### config.mk
export PLATFORM = sky130hd
export DESIGN_NAME = sb_cfg_param_flat
export DESIGN_NICKNAME = d
export VERILOG_FILES = /design/src/rtl/sb_cfg_pkg.sv /design/src/rtl/sb_cfg_param_if.sv /design/src/rtl/sb_cfg_mux.sv /design/src/rtl/sb_cfg_param.sv /design/src/flat_wrapper.sv
export SDC_FILE = /design/constraint.sdc
export NUM_CORES = 1
export LEC_CHECK = 0
export ABC_AREA = 0
export BUFFER_PORTS_ARGS = -buffer_cell sky130_fd_sc_hd__buf_2
export CELL_PAD_IN_SITES_DETAIL_PLACEMENT = 0
export CELL_PAD_IN_SITES_GLOBAL_PLACEMENT = 1
export CORE_MARGIN = 2
export CORE_UTILIZATION = 47
export CTS_BUF_LIST = sky130_fd_sc_hd__clkbuf_4
export CTS_CLUSTER_SIZE = 24
export DETAILED_ROUTE_END_ITERATION = 10
export PLACE_DENSITY = 0.82
export SETUP_SLACK_MARGIN = 0.3
export SYNTH_ARGS = -nofsm -noshare
export SYNTH_HDL_FRONTEND = slang
export SYNTH_SLANG_ARGS = --single-unit
### constraint.sdc
create_clock -name prog_clk -period 2.7 [get_ports prog_clk]
set_input_delay 0.405 -clock prog_clk [delete_from_list [all_inputs] [get_ports prog_clk]]
set_output_delay 0.405 -clock prog_clk [all_outputs]
set_load 0.01 [all_outputs]
### src/rtl/sb_cfg_pkg.sv
// rtl/sb_cfg_pkg.sv - shared sizing helpers and field offsets for the configurable switch block
package sb_cfg_pkg;

  localparam int DEF_NUM_OUT = 4;
  localparam int DEF_MUX_IN  = 4;
  localparam int SEL_LSB     = 0;

  // Ceiling log2; a single-entry space needs no select bits.
  function automatic int clog2(input int value);
    int r;
    int v;
    r = 0;
    v = value - 1;
    while (v > 0) begin
      r = r + 1;
      v = v >> 1;
    end
    return r;
  endfunction

  function automatic int field_w(input int mux_in);
    return clog2(mux_in) + 1;
  endfunction

  function automatic int chain_len(input int num_out, input int mux_in);
    return num_out * field_w(mux_in);
  endfunction

  // Enable bit sits directly above the select in each field.
  function automatic int en_bit(input int sel_w);
    return sel_w;
  endfunction

endpackage

### src/rtl/sb_cfg_param_if.sv
// rtl/sb_cfg_param_if.sv - configuration chain and status signals of the switch block
interface sb_cfg_param_if;
  logic ccff_head;
  logic cfg_shift_en;
  logic cfg_commit;
  logic ccff_tail;
  logic cfg_valid;
  logic cfg_err;

  modport master (
    output ccff_head,
    output cfg_shift_en,
    output cfg_commit,
    input  ccff_tail,
    input  cfg_valid,
    input  cfg_err
  );

  modport slave (
    input  ccff_head,
    input  cfg_shift_en,
    input  cfg_commit,
    output ccff_tail,
    output cfg_valid,
    output cfg_err
  );
endinterface

### src/rtl/sb_cfg_mux.sv
// rtl/sb_cfg_mux.sv - one gated routing mux; selects past the last input drive 0
module sb_cfg_mux #(
  parameter int MUX_IN = 4,
  parameter int SEL_W  = 2
) (
  input  logic [MUX_IN-1:0] data,
  input  logic              en,
  input  logic [SEL_W-1:0]  sel,
  output logic              out
);

  localparam int PAD_N = 1 << SEL_W;

  generate
    if (PAD_N == MUX_IN) begin : g_pow2
      assign out = en & data[sel];
    end else begin : g_pad
      // Zero-fill the unused select codes so out-of-range selects read 0.
      logic [PAD_N-1:0] padded;
      assign padded = {{(PAD_N - MUX_IN){1'b0}}, data};
      assign out    = en & padded[sel];
    end
  endgenerate

endmodule

### src/rtl/sb_cfg_param.sv
// rtl/sb_cfg_param.sv - switch block with double-buffered, length-checked configuration chain
module sb_cfg_param
  import sb_cfg_pkg::*;
#(
  parameter int NUM_OUT = DEF_NUM_OUT,
  parameter int MUX_IN  = DEF_MUX_IN
) (
  input  logic                      prog_clk,
  input  logic                      prog_reset,
  sb_cfg_param_if.slave             cfg,
  input  logic [NUM_OUT*MUX_IN-1:0] mux_in,
  output logic [NUM_OUT-1:0]        mux_out
);

  localparam int SEL_W     = clog2(MUX_IN);
  localparam int FIELD_W   = field_w(MUX_IN);
  localparam int CHAIN_LEN = chain_len(NUM_OUT, MUX_IN);
  localparam int CNT_W     = clog2(CHAIN_LEN + 2);
  localparam int EN_BIT    = en_bit(SEL_W);

  localparam logic [CNT_W-1:0] CNT_FULL = CNT_W'(CHAIN_LEN);
  localparam logic [CNT_W-1:0] CNT_SAT  = CNT_W'(CHAIN_LEN + 1);

  logic [CHAIN_LEN-1:0] chain;
  logic [CHAIN_LEN-1:0] active;
  logic [CNT_W-1:0]     cnt;
  logic                 valid_q;
  logic                 err_q;

  always_ff @(posedge prog_clk) begin
    if (prog_reset) begin
      chain   <= '0;
      active  <= '0;
      cnt     <= '0;
      valid_q <= 1'b0;
      err_q   <= 1'b0;
    end else begin
      if (cfg.cfg_shift_en) begin
        chain <= {chain[CHAIN_LEN-2:0], cfg.ccff_head};
        // Saturating at CHAIN_LEN+1 keeps an overrun visible until the next reset or accept.
        if (cnt != CNT_SAT) begin
          cnt <= cnt + CNT_W'(1);
        end
      end
      if (cfg.cfg_commit) begin
        if (!cfg.cfg_shift_en && (cnt == CNT_FULL)) begin
          active  <= chain;
          cnt     <= '0;
          valid_q <= 1'b1;
          err_q   <= 1'b0;
        end else begin
          err_q <= 1'b1;
        end
      end
    end
  end

  assign cfg.ccff_tail = chain[CHAIN_LEN-1];
  assign cfg.cfg_valid = valid_q;
  assign cfg.cfg_err   = err_q;

  generate
    for (genvar m = 0; m < NUM_OUT; m++) begin : g_mux
      sb_cfg_mux #(
        .MUX_IN (MUX_IN),
        .SEL_W  (SEL_W)
      ) u_mux (
        .data (mux_in[m*MUX_IN +: MUX_IN]),
        .en   (active[m*FIELD_W + EN_BIT]),
        .sel  (active[m*FIELD_W + SEL_LSB +: SEL_W]),
        .out  (mux_out[m])
      );
    end
  endgenerate

endmodule

### src/flat_wrapper.sv
// flat-port wrapper written by rule: the top's interface ports become plain ports
module sb_cfg_param_flat import sb_cfg_pkg::*;
#(
  parameter int NUM_OUT = DEF_NUM_OUT,
  parameter int MUX_IN  = DEF_MUX_IN
)
  (prog_clk, prog_reset, mux_in, mux_out, cfg_ccff_head, cfg_cfg_shift_en, cfg_cfg_commit, cfg_ccff_tail, cfg_cfg_valid, cfg_cfg_err);
  sb_cfg_param_if cfg_i ();
  input  logic prog_clk;
  input  logic prog_reset;
  input  logic [NUM_OUT*MUX_IN-1:0] mux_in;
  output logic [NUM_OUT-1:0] mux_out;
  input wire logic [$bits(cfg_i.ccff_head)-1:0] cfg_ccff_head;
  input wire logic [$bits(cfg_i.cfg_shift_en)-1:0] cfg_cfg_shift_en;
  input wire logic [$bits(cfg_i.cfg_commit)-1:0] cfg_cfg_commit;
  output wire logic [$bits(cfg_i.ccff_tail)-1:0] cfg_ccff_tail;
  output wire logic [$bits(cfg_i.cfg_valid)-1:0] cfg_cfg_valid;
  output wire logic [$bits(cfg_i.cfg_err)-1:0] cfg_cfg_err;
  assign cfg_i.ccff_head = cfg_ccff_head;
  assign cfg_i.cfg_shift_en = cfg_cfg_shift_en;
  assign cfg_i.cfg_commit = cfg_cfg_commit;
  assign cfg_ccff_tail = cfg_i.ccff_tail;
  assign cfg_cfg_valid = cfg_i.cfg_valid;
  assign cfg_cfg_err = cfg_i.cfg_err;
  sb_cfg_param #(.NUM_OUT(NUM_OUT), .MUX_IN(MUX_IN)) u_core (.prog_clk(prog_clk), .prog_reset(prog_reset), .cfg(cfg_i), .mux_in(mux_in), .mux_out(mux_out));
endmodule
Word-level counts from Yosys, hierarchy flattened
Cells that the tools add are included.

Register bits after elaboration: 30. Memory bits (read-only): 0. Bits of input ports: 21. Latch bits: 0. Word-level logic and storage cells: 32. Memories: 0. RAM bits: 0. Output and inout port bits: 7.

Equal/unequal tests: 2. Multiplexer cells: 13. Multiply operators: 0. Shifts and indexed selects: 0. $add $sub $neg: 1. Bitwise logic cells: 4. Reductions and logical operators: 3. Magnitude comparators: 4. Divide/modulo/power cells: 0.

Operators by type and width (count): 2-to-1 mux 4 bit (4); less-than comparator 2 x 3 -> 1 bit (second input constant) (4); binary-select mux 1 bit (select 2 bit) (4); 2-to-1 mux 1 bit (5); adder 4 x 1 -> 4 bit (second input constant) (1); AND 1 bit (4); equality test 4 bit (second input constant) (1); != test 4 bit (second input constant) (1); AND reduction 2 bit (1); logical AND 1 bit (1); logical NOT 1 bit (1).

Logic depth before layout (Yosys ltp)
Word-level depth: 5. Gate-level depth with buffers: 6. Depth with buffers taken out: 5.

By module
A second synthesis with hierarchy kept.

Cells, all modules: 133. Area, all modules: 1378.8 sq um.

Modules (own cells, without submodules): sb_cfg_param (seq. area each 600.6 sq um, area an instance 1263.7 sq um, times used 1, cells each 125); sb_cfg_mux (seq. area each 0.0 sq um, area an instance 28.8 sq um, times used 4, cells each 2).

Worst setup path before layout
OpenSTA, ideal clock, no wires.

Path type: input -> output. From: input port mux_in[3]. To: output port mux_out[0]. Slack: 1.170 ns. Data required time: 2.295 ns. Path buffers: 1. Cell stages on the path: 3. Arrival: 1.125 ns. Path through: mux4_2 and2_1 buf_4.

Word-level cells in the longest chain between the ends: 3.

Ends and longest elaborated chain: start, declared (RTL line flat_wrapper.sv:11) `input logic [NUM_OUT*MUX_IN-1:0] mux_in;`; binary-select mux 1 bit (select 2 bit) (RTL line sb_cfg_mux.sv:16) `assign out = en & data[sel];`; 2-to-1 mux 1 bit (not written as such) (RTL line sb_cfg_mux.sv:16); AND 1 bit (RTL line sb_cfg_mux.sv:16); end, declared (RTL line flat_wrapper.sv:12) `output logic [NUM_OUT-1:0] mux_out;`.

Every way passes these cells. The select of a mux whose other input is x is not followed.

Worst setup path after layout
From: register u_core.active[9]. To: output port mux_out[3].

Word-level cells in the longest chain between the ends: 3.

Ends and longest elaborated chain: start, declared (RTL line sb_cfg_param.sv:25) `logic [CHAIN_LEN-1:0] active;`; start signal, assigned (RTL line sb_cfg_param.sv:47) `active <= chain;`; binary-select mux 1 bit (select 2 bit) (RTL line sb_cfg_mux.sv:16); 2-to-1 mux 1 bit (not written as such) (RTL line sb_cfg_mux.sv:16); AND 1 bit (RTL line sb_cfg_mux.sv:16).

Every way passes these cells. The select of a mux whose other input is x is not followed.

==> flow_summary_export.csv <==
group,metric,value,unit
place,portBuffers,27,
finish,final_net_count,183,
min_path,hold_class,"in2reg",
synth,synth_top_area_cell,"dfxtp_1",
timing,tns,0,ns
timing,grt_setup_unrepaired,"no",
synth,syn_inst,136,
routing,drt_iter0_markers,22,
power_and_ir_drop,vdd_drop_max,0.000306,V
synth,synth-compound-area-share,4.77,%
die,pin_count,28,
cts,cts_hold_buffers,0,
synth,muxShareOfSynthArea,22.9,%
synth,synth-adder-area-share,2.60,%
min_path,worstHoldEndpoint,"u_core.chain[0]$_SDFFE_PP0P_",
routing,drc_errors,0,
critical_path,startpoint_type,"register",
synth,ys_ff_latch,30,
global_route,grt_pass1_wl,3820,um
global_route,grt_pass1_vias,938,
status,status,"finished clean",
cts,cts_resized,0,
timing,fin_worst_skew,0.00697,ns
timing,fmax,534,MHz
synth,synth_simple_gate_area_share,21.4,%
finish,layout_common_cells,"30 x dfxtp_1, 27 x buf_2, 24 x nand2b_1, 24 x mux2i_1, 13 x nor2_1",
power_and_ir_drop,power,0.765,mW
die,dieWidth,59.4,um
routing,post_drt_wl_per_cell,11.5,um
finish,final_common_cell,"dfxtp_1",
critical_path,cp_max_fo,2,
die,design.core.area,0.00298,mm2
cts,cts_tree,"built",
routing,first_pass_iters,4,
cts,post_cts_buffers,0,
critical_path,worstReg2RegStart,"u_core.cnt[0]$_SDFF_PP0_",
cts,cts_sinks,30,
cts,cts_max_level,2,
global_route,grt_max_degree,43,
die,rows,20,
synth,synth_area,0.00144,mm2
timing,slew_violations,0,
synth,synth.yosys.seq_area_share,41.7,%
synth,synth.avg_cell_area,10.6,um2
critical_path,ff2ff_setup_slack,1.27,ns
routing,num_vias,978,
synth,synth-xor-area-share,0,%
place,dp.cells,185,
global_route,grt.total_usage,14.9,%
power_and_ir_drop,power_density,481,mW/mm2
critical_path,r2r-end,"u_core.active[3]$_SDFFE_PP0P_",
synth,ys_top_cells_by_area,"dfxtp_1 42%, mux2i_1 17%, nand2b_1 10%",
min_path,holdPathStages,3,
routing,antenna_left,0,
cts,insertion_delay,0.33,ns
global_route,antenna_found_initial,0,
synth,synthDistinctLibCells,25,
synth,yosys_warnings,0,
critical_path,path_class,"reg2out",
critical_path,critPathArrivalTime,1.47,ns
synth,syn_nets,160,
timing,setup-violations-final,0,
global_route,gr-total-overflow,0,
min_path,min_from,"cfg_ccff_head",
finish,fin_area,0.00159,mm2
die,die_area,0.00353,mm2
routing,finalWirelength,2220,um
die,die_height,59.4,um
critical_path,ff2ff_path_depth,5,
timing,holdWs,0.328,ns
run,maxCapViolCount,0,
finish,drive_gt1_share,26.3,%
die,initial_utilization,48.4,%
timing,tightestPinTransition,0.579,ns
power_and_ir_drop,cellLeakagePower,0.644,nW
place,place.gp.congestion,0.717,
routing,via_per_inst,5.07,
timing,maxSlewHeadroom,61.4,%
cts,clockRootBuffer,"clkbuf_4",
synth,synth_top_cell_area_share,41.7,%
timing,period_minus_slack,1.87,ns
cts,clk_pin_slew,0.09,ns
synth,synth_top_family_by_area,"multiplexers",
timing,hold_viol_final,0,
finish,antenna_cells,0,
cts,cts_buffers,5,
place,placed_area,0.00154,mm2
place,dp_hpwl,1530,um
timing,post-route-period-util,69.3,%
cts,clock_path_buffers,2,
critical_path,end_kind,"output pin",
finish,areaGrowthSynthToFinish,10.3,%
finish,instances_no_fill,193,
critical_path,worstPathRequired,2.30,ns
metrics by stage:
stage,setup WS [ns],utilization (%)
final,0.829,53.4
after global routing,0.750,53.4
after CTS,0.803,53.4
after detailed placement,1.06,51.6
after global placement,1.07,51.6
after floorplan,1.17,-
cell type report:
cell class	count	area, um2
multi-input cells	91	744
inverters	4	15.0
flip-flops and latches	30	601
fillers	289	1390
clock inverters	3	16.3
clock buffers	5	37.5
well taps	33	41.3
repair buffers	27	135
worst max-delay path: stages (launching register included):
cell,delay [ns]
dfxtp_1,0.36
mux4_2,0.49
and2_1,0.16
buf_2,0.13
sequential cells by signal, summed over array words and instances, names as in the netlist:
register and flops:
u_core.active 12, u_core.cfg.cfg_err 1, u_core.cfg.cfg_valid 1, u_core.chain 12
u_core.cnt 4
kinds of logic (layout without fill, tap and decap cells):
logic type | after synthesis | after routing
flops | 30 | 30
compound gates | 9 | 9
fa+ha+maj | 3 | 3
simple gates | 51 | 51
buf+inv | 15 | 39
mux | 28 | 28
synthesized netlist by cell type (all sizes together):
cell,count
a2111oi,2
a211oi,2
a21oi,2
and2,4
and3,1
buf,8
clkbuf,3
dfxtp,30
ha,3
inv,4
mux2i,24
mux4,4
nand2,1
nand2b,24
nand3,3
nand4,2
nor2,14
nor3,2
o21ai,2
o21ba,1
layer usage:
layer	track usage (%)	routed length (um)	up-vias
met4	8.77	42	0
met5	0	0	-
met3	5.24	79	5
met2	26.1	1110	11
met1	15.0	988	452
li1	-	-	510
how the worst max path moves through the flow:
stage | cells after the start | start | slack (ns) | to
floorplan | 3 | mux_in[3] | 1.17 | mux_out[0]
global placement | 4 | mux_in[3] | 1.07 | mux_out[0]
detailed placement | 4 | mux_in[15] | 1.06 | mux_out[3]
CTS | 3 | u_core.active[3]$_SDFFE_PP0P_ | 0.80 | mux_out[1]
global route | 3 | u_core.active[9]$_SDFFE_PP0P_ | 0.75 | mux_out[3]
finish | 3 | u_core.active[9]$_SDFFE_PP0P_ | 0.83 | mux_out[3]
report_power, final:
group	total (mW)	internal [mW]	switching (mW)
clock	0.256	0.0966	0.159
combinational	0.0569	0.0304	0.0265
sequential	0.452	0.447	0.00443
Power figures use the tool's default switching activity.
